[config.mk]
export PLATFORM = sky130hd
export DESIGN_NAME = fp_ret_collect
export DESIGN_NICKNAME = d
export VERILOG_FILES = /design/src/rtl/fp_ret_collect.sv
export SDC_FILE = /design/constraint.sdc
export NUM_CORES = 1
export LEC_CHECK = 0
export ABC_AREA = 1
export CORE_ASPECT_RATIO = 0.8
export CORE_MARGIN = 2
export CORE_UTILIZATION = 40
export DETAILED_ROUTE_END_ITERATION = 10
export PLACE_DENSITY = 0.71
export SETUP_SLACK_MARGIN = 0.05
export SLEW_MARGIN = 30
export SYNTH_ARGS = -nofsm -noshare
export SYNTH_HDL_FRONTEND = slang
export SYNTH_SLANG_ARGS = --single-unit
export TNS_END_PERCENT = 1
[constraint.sdc]
create_clock -name clk -period 4.8 [get_ports clk]
set_input_delay 0.96 -clock clk [delete_from_list [all_inputs] [get_ports clk]]
set_output_delay 0.96 -clock clk [all_outputs]
set_load 0.03 [all_outputs]
[src/rtl/fp_ret_collect.sv]
// fp_ret_collect: retire-record collector for the low-half FP/SIMD cluster.
//
// Up to three retire records per cycle (lanes u1, u3, u5) enter an in-order
// FIFO. Enabled lanes are written compacted in lane order. The head entry goes
// to the retire logic over a valid/ready handshake. Each pop merges the
// record's IEEE flags into the sticky bits and raises a one-cycle trap when a
// flag is enabled in fpcsr[11:6].
//
// Ports:
//   clk, rst (async, active-low)
//   fpcsr[31:0]        trap enables in [11:6] for flags [5:0]
//   uN_ret[13:0]       {tag[7:0], flags[5:0]}, valid when uN_ret_en
//   flush              synchronous discard of all queued records
//   out_ready          retire logic accepts the head entry
//   out_valid/out_lane/out_ret  head entry (lane 0=u1, 1=u3, 2=u5)
//   stall              registered: fewer than 3 free entries
//   count              occupancy
//   fpsr_sticky        accumulated flags of popped records
//   trap/trap_tag      one-cycle trap pulse and tag of the trapping record
//   ovf_err            sticky: a record was dropped on a full FIFO
module fp_ret_collect #(
  parameter int unsigned DEPTH = 8,
  parameter int unsigned CNTW  = 4
) (
  input  logic            clk,
  input  logic            rst,
  input  logic [31:0]     fpcsr,
  input  logic [13:0]     u1_ret,
  input  logic            u1_ret_en,
  input  logic [13:0]     u3_ret,
  input  logic            u3_ret_en,
  input  logic [13:0]     u5_ret,
  input  logic            u5_ret_en,
  input  logic            flush,
  input  logic            out_ready,
  output logic            out_valid,
  output logic [1:0]      out_lane,
  output logic [13:0]     out_ret,
  output logic            stall,
  output logic [CNTW-1:0] count,
  output logic [5:0]      fpsr_sticky,
  output logic            trap,
  output logic [7:0]      trap_tag,
  output logic            ovf_err
);

  localparam int unsigned PW = $clog2(DEPTH);
  localparam int unsigned XW = CNTW + 1;

  logic [13:0]     r_mem_ret  [DEPTH];
  logic [1:0]      r_mem_lane [DEPTH];
  logic [PW-1:0]   r_wr_ptr;
  logic [PW-1:0]   r_rd_ptr;
  logic [CNTW-1:0] r_count;
  logic            r_stall;
  logic            r_ovf;
  logic            r_trap;
  logic [7:0]      r_trap_tag;
  logic [5:0]      r_sticky;

  logic [13:0]     w_ret [3];
  logic [2:0]      w_en;
  logic            w_pop;
  logic [XW-1:0]   w_room;
  logic [XW-1:0]   w_n_acc;
  logic [XW-1:0]   w_count_next;
  logic            w_stall_next;
  logic [2:0]      w_we;
  logic [PW-1:0]   w_idx [3];
  logic            w_drop;
  logic [13:0]     w_head_ret;
  logic [5:0]      w_trap_hits;
  logic            w_unused_fpcsr;

  assign w_ret[0] = u1_ret;
  assign w_ret[1] = u3_ret;
  assign w_ret[2] = u5_ret;
  assign w_en     = {u5_ret_en, u3_ret_en, u1_ret_en};

  assign w_unused_fpcsr = ^{fpcsr[31:12], fpcsr[5:0]};

  assign out_valid  = (r_count != '0);
  assign w_head_ret = r_mem_ret[r_rd_ptr];
  assign out_ret    = out_valid ? w_head_ret : '0;
  assign out_lane   = out_valid ? r_mem_lane[r_rd_ptr] : '0;

  assign w_trap_hits = w_head_ret[5:0] & fpcsr[11:6];

  // A pop frees its slot for this cycle's pushes; flush cancels both sides.
  // Lanes are accepted in u1, u3, u5 order while room remains, so an overflow
  // always drops the later lanes.
  always_comb begin
    w_pop   = out_valid && out_ready && !flush;
    w_room  = XW'(DEPTH) - {1'b0, r_count} + XW'(w_pop);
    w_n_acc = '0;
    w_drop  = 1'b0;
    w_we    = '0;
    for (int unsigned i = 0; i < 3; i++) begin
      w_idx[i] = '0;
    end
    for (int unsigned i = 0; i < 3; i++) begin
      if (w_en[i] && !flush) begin
        if (w_n_acc < w_room) begin
          w_we[i]  = 1'b1;
          w_idx[i] = r_wr_ptr + PW'(w_n_acc);
          w_n_acc  = w_n_acc + XW'(1);
        end else begin
          w_drop = 1'b1;
        end
      end
    end
    if (flush) begin
      w_count_next = '0;
    end else begin
      w_count_next = {1'b0, r_count} + w_n_acc - XW'(w_pop);
    end
    w_stall_next = (w_count_next > XW'(DEPTH - 3));
  end

  // Storage is not reset: entries are only observable while counted.
  always_ff @(posedge clk) begin
    for (int unsigned i = 0; i < 3; i++) begin
      if (w_we[i]) begin
        r_mem_ret[w_idx[i]]  <= w_ret[i];
        r_mem_lane[w_idx[i]] <= 2'(i);
      end
    end
  end

  always_ff @(posedge clk or negedge rst) begin
    if (!rst) begin
      r_wr_ptr   <= '0;
      r_rd_ptr   <= '0;
      r_count    <= '0;
      r_stall    <= 1'b0;
      r_ovf      <= 1'b0;
      r_trap     <= 1'b0;
      r_trap_tag <= '0;
      r_sticky   <= '0;
    end else begin
      if (flush) begin
        r_wr_ptr <= '0;
        r_rd_ptr <= '0;
      end else begin
        r_wr_ptr <= r_wr_ptr + PW'(w_n_acc);
        if (w_pop) begin
          r_rd_ptr <= r_rd_ptr + PW'(1);
        end
      end
      r_count <= CNTW'(w_count_next);
      r_stall <= w_stall_next;
      if (w_drop) begin
        r_ovf <= 1'b1;
      end
      r_trap <= w_pop && (w_trap_hits != '0);
      if (w_pop) begin
        r_sticky <= r_sticky | w_head_ret[5:0];
        if (w_trap_hits != '0) begin
          r_trap_tag <= w_head_ret[13:6];
        end
      end
    end
  end

  assign stall       = r_stall;
  assign count       = r_count;
  assign fpsr_sticky = r_sticky;
  assign trap        = r_trap;
  assign trap_tag    = r_trap_tag;
  assign ovf_err     = r_ovf;

endmodule
==> flow_summary.html <==
<table>
<tr><th>Metric</th><th>Value</th></tr>
<tr><th colspan="2">Status</th></tr>
<tr><td>Status</td><td>completed</td></tr>
<tr><th colspan="2">GRT</th></tr>
<tr><td>Maximum number of pins on one net before global-route repair</td><td>66</td></tr>
<tr><td>Vias in the first global route</td><td>9,742</td></tr>
<tr><td>Leftover overflow at the end of global routing</td><td>0</td></tr>
<tr><td>Number of antenna violations at the first check in global routing</td><td>0</td></tr>
<tr><td>Total Routing Usage GR</td><td>26.9%</td></tr>
<tr><td>First-pass GRT wire length</td><td>55,500 µm</td></tr>
<tr><th colspan="2">Critical path</th></tr>
<tr><td>Number of buffers and inverters on the critical path</td><td>8</td></tr>
<tr><td>WP data required</td><td>5150 ps</td></tr>
<tr><td>Critical Path AT</td><td>4870 ps</td></tr>
<tr><td>Worst-path cell with the longest stage delay</td><td>sky130_fd_sc_hd__clkdlybuf4s50_1</td></tr>
<tr><td>Crit path max fanout</td><td>4</td></tr>
<tr><td>Critical path endpoint category</td><td>flip-flop</td></tr>
<tr><td>Critical path startpoint category</td><td>primary input</td></tr>
<tr><td>Kind of cell adding the most delay to the critical path</td><td>adder cells</td></tr>
<tr><td>Category of the most critical setup path</td><td>primary input to flip-flop</td></tr>
<tr><td>Flop2flop setup slack</td><td>360 ps</td></tr>
<tr><td>Maximum cell stage delay along the critical path</td><td>530 ps</td></tr>
<tr><th colspan="2">Cells and area</th></tr>
<tr><td>Most frequent standard cell in the layout excluding fill and tap cells</td><td>sky130_fd_sc_hd__nand2_1</td></tr>
<tr><td>Non-filler instance count after layout</td><td>1,877</td></tr>
<tr><td>Total of fill cells in the finished design</td><td>2,435</td></tr>
<tr><td>Fraction of layout instances using a drive strength above 1</td><td>10.9%</td></tr>
<tr><td>Most used cells in the layout excluding fill and tap cells</td><td>sky130_fd_sc_hd__nand2_1 (543), sky130_fd_sc_hd__o21ai_0 (162), sky130_fd_sc_hd__nor2_1 (127)</td></tr>
<tr><td>Final antenna diode count</td><td>0</td></tr>
<tr><td>Final Net Count</td><td>1,640</td></tr>
<tr><td>Layout Area Growth over Synthesis</td><td>22.0%</td></tr>
<tr><td>Final cell utilization of the core</td><td>49.7%</td></tr>
<tr><th colspan="2">CTS</th></tr>
<tr><td>TritonCTS clock tree</td><td>done</td></tr>
<tr><td>Root Driver</td><td>sky130_fd_sc_hd__clkbuf_16</td></tr>
<tr><td>Number of sinks handled by clock tree synthesis</td><td>155</td></tr>
<tr><td>Largest buffer count on any clock path</td><td>2</td></tr>
<tr><td>Number of buffers created by CTS</td><td>17</td></tr>
<tr><td>Clock insertion delay at the later pin of the skew report</td><td>430 ps</td></tr>
<tr><td>Clock transition at the registers of the reported paths</td><td>70 ps</td></tr>
<tr><td># H-tree levels</td><td>4</td></tr>
<tr><th colspan="2">Timing</th></tr>
<tr><td>WHS</td><td>454 ps</td></tr>
<tr><td>Final sum of negative setup slack</td><td>0 ps</td></tr>
<tr><td>Worst setup margin</td><td>281 ps</td></tr>
<tr><td>Post-route fraction of the period consumed by the critical path</td><td>94.1%</td></tr>
<tr><td>Final period demand of the worst path</td><td>4520 ps</td></tr>
<tr><td>Count of endpoints failing setup in the final report</td><td>0</td></tr>
<tr><td>Maximum operating frequency</td><td>221 MHz</td></tr>
<tr><td>Setup clock skew after layout</td><td>11.2 ps</td></tr>
<tr><td>Hold Violations, Final</td><td>0</td></tr>
<tr><td>Max-slew headroom at the worst pin</td><td>44.8%</td></tr>
<tr><td>Worst slew pin tran</td><td>820 ps</td></tr>
<tr><td>RSZ-0062 raised after global routing</td><td>no</td></tr>
<tr><td>Max-slew violations</td><td>0</td></tr>
<tr><th colspan="2">Logic synthesis</th></tr>
<tr><td>Number of different library cells in the post-synthesis netlist</td><td>42</td></tr>
<tr><td>Post-synthesis share of cell area spent on and, or, nand and nor gates</td><td>34.1%</td></tr>
<tr><td>Fraction of the mapped netlist area in adder cells</td><td>2.52%</td></tr>
<tr><td>Fraction of the yosys area taken by sequential cells</td><td>42.3%</td></tr>
<tr><td>Nets in the synthesized netlist</td><td>1,557</td></tr>
<tr><td>Mapped Avg Cell Area</td><td>7.08 µm²</td></tr>
<tr><td>Yosys warning count</td><td>0</td></tr>
<tr><td>Synth Area in Compound Gates</td><td>12.6%</td></tr>
<tr><td>Number of enable-type register cells in the synthesized netlist</td><td>112</td></tr>
<tr><td>Top flip-flop cell by instance count after synthesis</td><td>sky130_fd_sc_hd__edfxtp_1</td></tr>
<tr><td>Xor/xnor share of the synthesized area</td><td>0.424%</td></tr>
<tr><td>Number of flip-flops and latches in the synthesized netlist</td><td>155</td></tr>
<tr><td>Mapped Cells</td><td>1,457</td></tr>
<tr><td>Asr flop ratio synth</td><td>17.4%</td></tr>
<tr><td>Main combinational cell family by area after synthesis</td><td>simple AND/OR/NAND/NOR gates</td></tr>
<tr><td>Share of synthesized area spent on multiplexers</td><td>0%</td></tr>
<tr><td>Post-Synthesis Cell Area</td><td>10,300 µm²</td></tr>
<tr><th colspan="2">Placement</th></tr>
<tr><td>Number of buffers added on ports</td><td>92</td></tr>
<tr><td>Number of placed instances with taps included</td><td>1,843</td></tr>
<tr><td>Dpl ws</td><td>-371 ps</td></tr>
<tr><td>Total half-perimeter wirelength after legalization and detailed placement</td><td>24,200 µm</td></tr>
<tr><td>Final weighted congestion in routability-driven placement</td><td>0.914</td></tr>
<tr><th colspan="2">Floorplan</th></tr>
<tr><td>Floorplan die width</td><td>184 µm</td></tr>
<tr><td>Effective utilization at floorplan</td><td>40.8%</td></tr>
<tr><td># IOs</td><td>119</td></tr>
<tr><td>Die area</td><td>27,100 µm²</td></tr>
<tr><td>Area inside the core boundary</td><td>25,300 µm²</td></tr>
<tr><td>DIE HEIGHT</td><td>148 µm</td></tr>
<tr><td>Number of standard-cell rows in the floorplan</td><td>52</td></tr>
<tr><th colspan="2">Power and ir drop</th></tr>
<tr><td>Reported net switching power</td><td>3.41 mW</td></tr>
<tr><td>Sequential Power Share</td><td>27.0%</td></tr>
<tr><td>Max rail drop VDD</td><td>0.341 mV</td></tr>
<tr><td>Power Dens Cells</td><td>590 nW/µm²</td></tr>
<tr><td>Proportion of power drawn by the clock network</td><td>18.8%</td></tr>
<tr><td>Internal Dissipation</td><td>4.02 mW</td></tr>
<tr><td>Sw frac</td><td>45.9%</td></tr>
<tr><td>Logic gate share of total power</td><td>54.3%</td></tr>
<tr><td>Leakage power</td><td>5.58 nW</td></tr>
<tr><th colspan="2">Route</th></tr>
<tr><td>Vias after detailed routing</td><td>10.6k</td></tr>
<tr><td>DRC viols</td><td>0</td></tr>
<tr><td>Avg Vias per Cell</td><td>5.67</td></tr>
<tr><td>DRC violation total after the first TritonRoute iteration</td><td>1,660</td></tr>
<tr><td>Total detailed-routing wirelength</td><td>36,500 µm</td></tr>
<tr><td>Number of nets with antenna violations after detailed routing</td><td>0</td></tr>
<tr><td>Average wire length per cell after detail routing</td><td>19.4 µm</td></tr>
<tr><td>Number of detailed-routing iterations run before antenna repair</td><td>6</td></tr>
<tr><th colspan="2">Job</th></tr>
<tr><td># Max-Cap Violations</td><td>0</td></tr>
<tr><th colspan="2">Hold path</th></tr>
<tr><td>Type of the tightest min-delay check</td><td>flip-flop to flip-flop</td></tr>
</table>
area by class of cell:
type / count / area [µm²] / share of cell area (%)
tap: 324 / 405 / 3.22
multi-input combinational: 1108 / 5200 / 41.3
inverter: 72 / 273 / 2.17
clock inverter: 10 / 114 / 0.904
sequential: 155 / 4360 / 34.6
clock buffer: 22 / 479 / 3.81
timing repair buffer: 186 / 1750 / 13.9
what timing repair did:
| action | in CTS | in global routing |
|---|---|---|
| hold buffers | 0 | 0 |
| gates resized for setup | 0 | 14 |
| endpoints found under the setup margin | 0 | 198 |
| setup buffers | 0 | 2 |
| endpoints found under the hold margin | 0 | 0 |
stage by stage:
stage / instance area, µm² / power (mW)
2_1_floorplan: 10300 / 4.33
3_3_place_gp: 11900 / 5.80
3_5_place_dp: 11900 / 5.89
4_1_cts: 12500 / 7.27
5_1_grt: 12600 / 7.82
6_report: 12600 / 7.42
flip-flops by register name, indices dropped and copies added (netlist names), 3 cells and up:
signal       count
r_mem_lane      16
r_mem_ret      112
r_wr_ptr         3
trap_tag         8
r_rd_ptr         3
count            4
fpsr_sticky      6
tightest hold or removal path: cells and delay by family (launching register included):
family | cells | cell delay [ps]
flip-flops | 1 | 310
AND/OR/NAND/NOR | 2 | 110
cell usage after synthesis, types with 3 or more instances:
master                     number  area (µm²)
sky130_fd_sc_hd__a21oi_1       20         100
sky130_fd_sc_hd__a31oi_1        3        18.8
sky130_fd_sc_hd__and2_1         4        25.0
sky130_fd_sc_hd__buf_1          6        22.5
sky130_fd_sc_hd__buf_2         24         120
sky130_fd_sc_hd__buf_4         12        90.1
sky130_fd_sc_hd__buf_6          3        33.8
sky130_fd_sc_hd__clkbuf_1      70         263
sky130_fd_sc_hd__clkbuf_2       7        35.0
sky130_fd_sc_hd__dfrtp_1       27         676
sky130_fd_sc_hd__dfxtp_1       16         320
sky130_fd_sc_hd__edfxtp_1     112        3360
sky130_fd_sc_hd__fa_1           3        60.1
sky130_fd_sc_hd__ha_1          16         200
sky130_fd_sc_hd__inv_1         66         248
sky130_fd_sc_hd__inv_2          4        15.0
sky130_fd_sc_hd__nand2_1      547        2050
sky130_fd_sc_hd__nand2_2        5        31.3
sky130_fd_sc_hd__nand3_1      101         505
sky130_fd_sc_hd__nand3_2        7        70.1
sky130_fd_sc_hd__nand3_4        3        52.6
sky130_fd_sc_hd__nand4_1       32         200
sky130_fd_sc_hd__nor2_1       131         492
sky130_fd_sc_hd__nor2_2         3        18.8
sky130_fd_sc_hd__nor2_4         4        45.0
sky130_fd_sc_hd__o211ai_1      11        82.6
sky130_fd_sc_hd__o21ai_0      163         816
sky130_fd_sc_hd__o21ai_1       18        90.1
sky130_fd_sc_hd__o21bai_1       6        45.0
sky130_fd_sc_hd__o22ai_1       18         113
sky130_fd_sc_hd__xor2_1         4        35.0
cells by family after synthesis:
group | after synthesis
compound gates | 243
buf+inv | 194
fa+ha+maj | 19
xor+xnor | 5
simple gates | 841
flops | 155
final timing paths:
check / from / to / cells after the start
worst max-delay path: flush / stall$_DFF_PN0_ / 28
worst min-delay path: r_mem_lane[6][1]$_SDFFE_PP1P_ / r_mem_lane[6][1]$_SDFFE_PP1P_ / 2
worst max register to register: count[3]$_DFF_PN0_ / stall$_DFF_PN0_ / 30
worst min register to register: r_mem_lane[6][1]$_SDFFE_PP1P_ / r_mem_lane[6][1]$_SDFFE_PP1P_ / 2
max in group asynchronous: rst / r_rd_ptr[0]$_DFFE_PN0P_ / 2
min in group asynchronous: rst / count[3]$_DFF_PN0_ / 2
power by group through the flow:
stage | combinational [mW] | clock (mW) | sequential, mW
floorplan | 2.23 | 0 | 2.10
global placement | 3.79 | 0 | 2.01
detailed placement | 3.86 | 0 | 2.02
CTS | 3.88 | 1.40 | 2.00
global route | 4.35 | 1.44 | 2.03
finish | 4.03 | 1.39 | 2.00
metal layers:
metal / GRT usage (%) / wire length [µm] / share of wire [%]
met5: 0 / 0 / 0
met4: 9.36 / 1070 / 2.9
met3: 6.13 / 4780 / 13
met2: 40.6 / 15500 / 43
met1: 38.1 / 15100 / 41
Power figures use the tool's default switching activity.
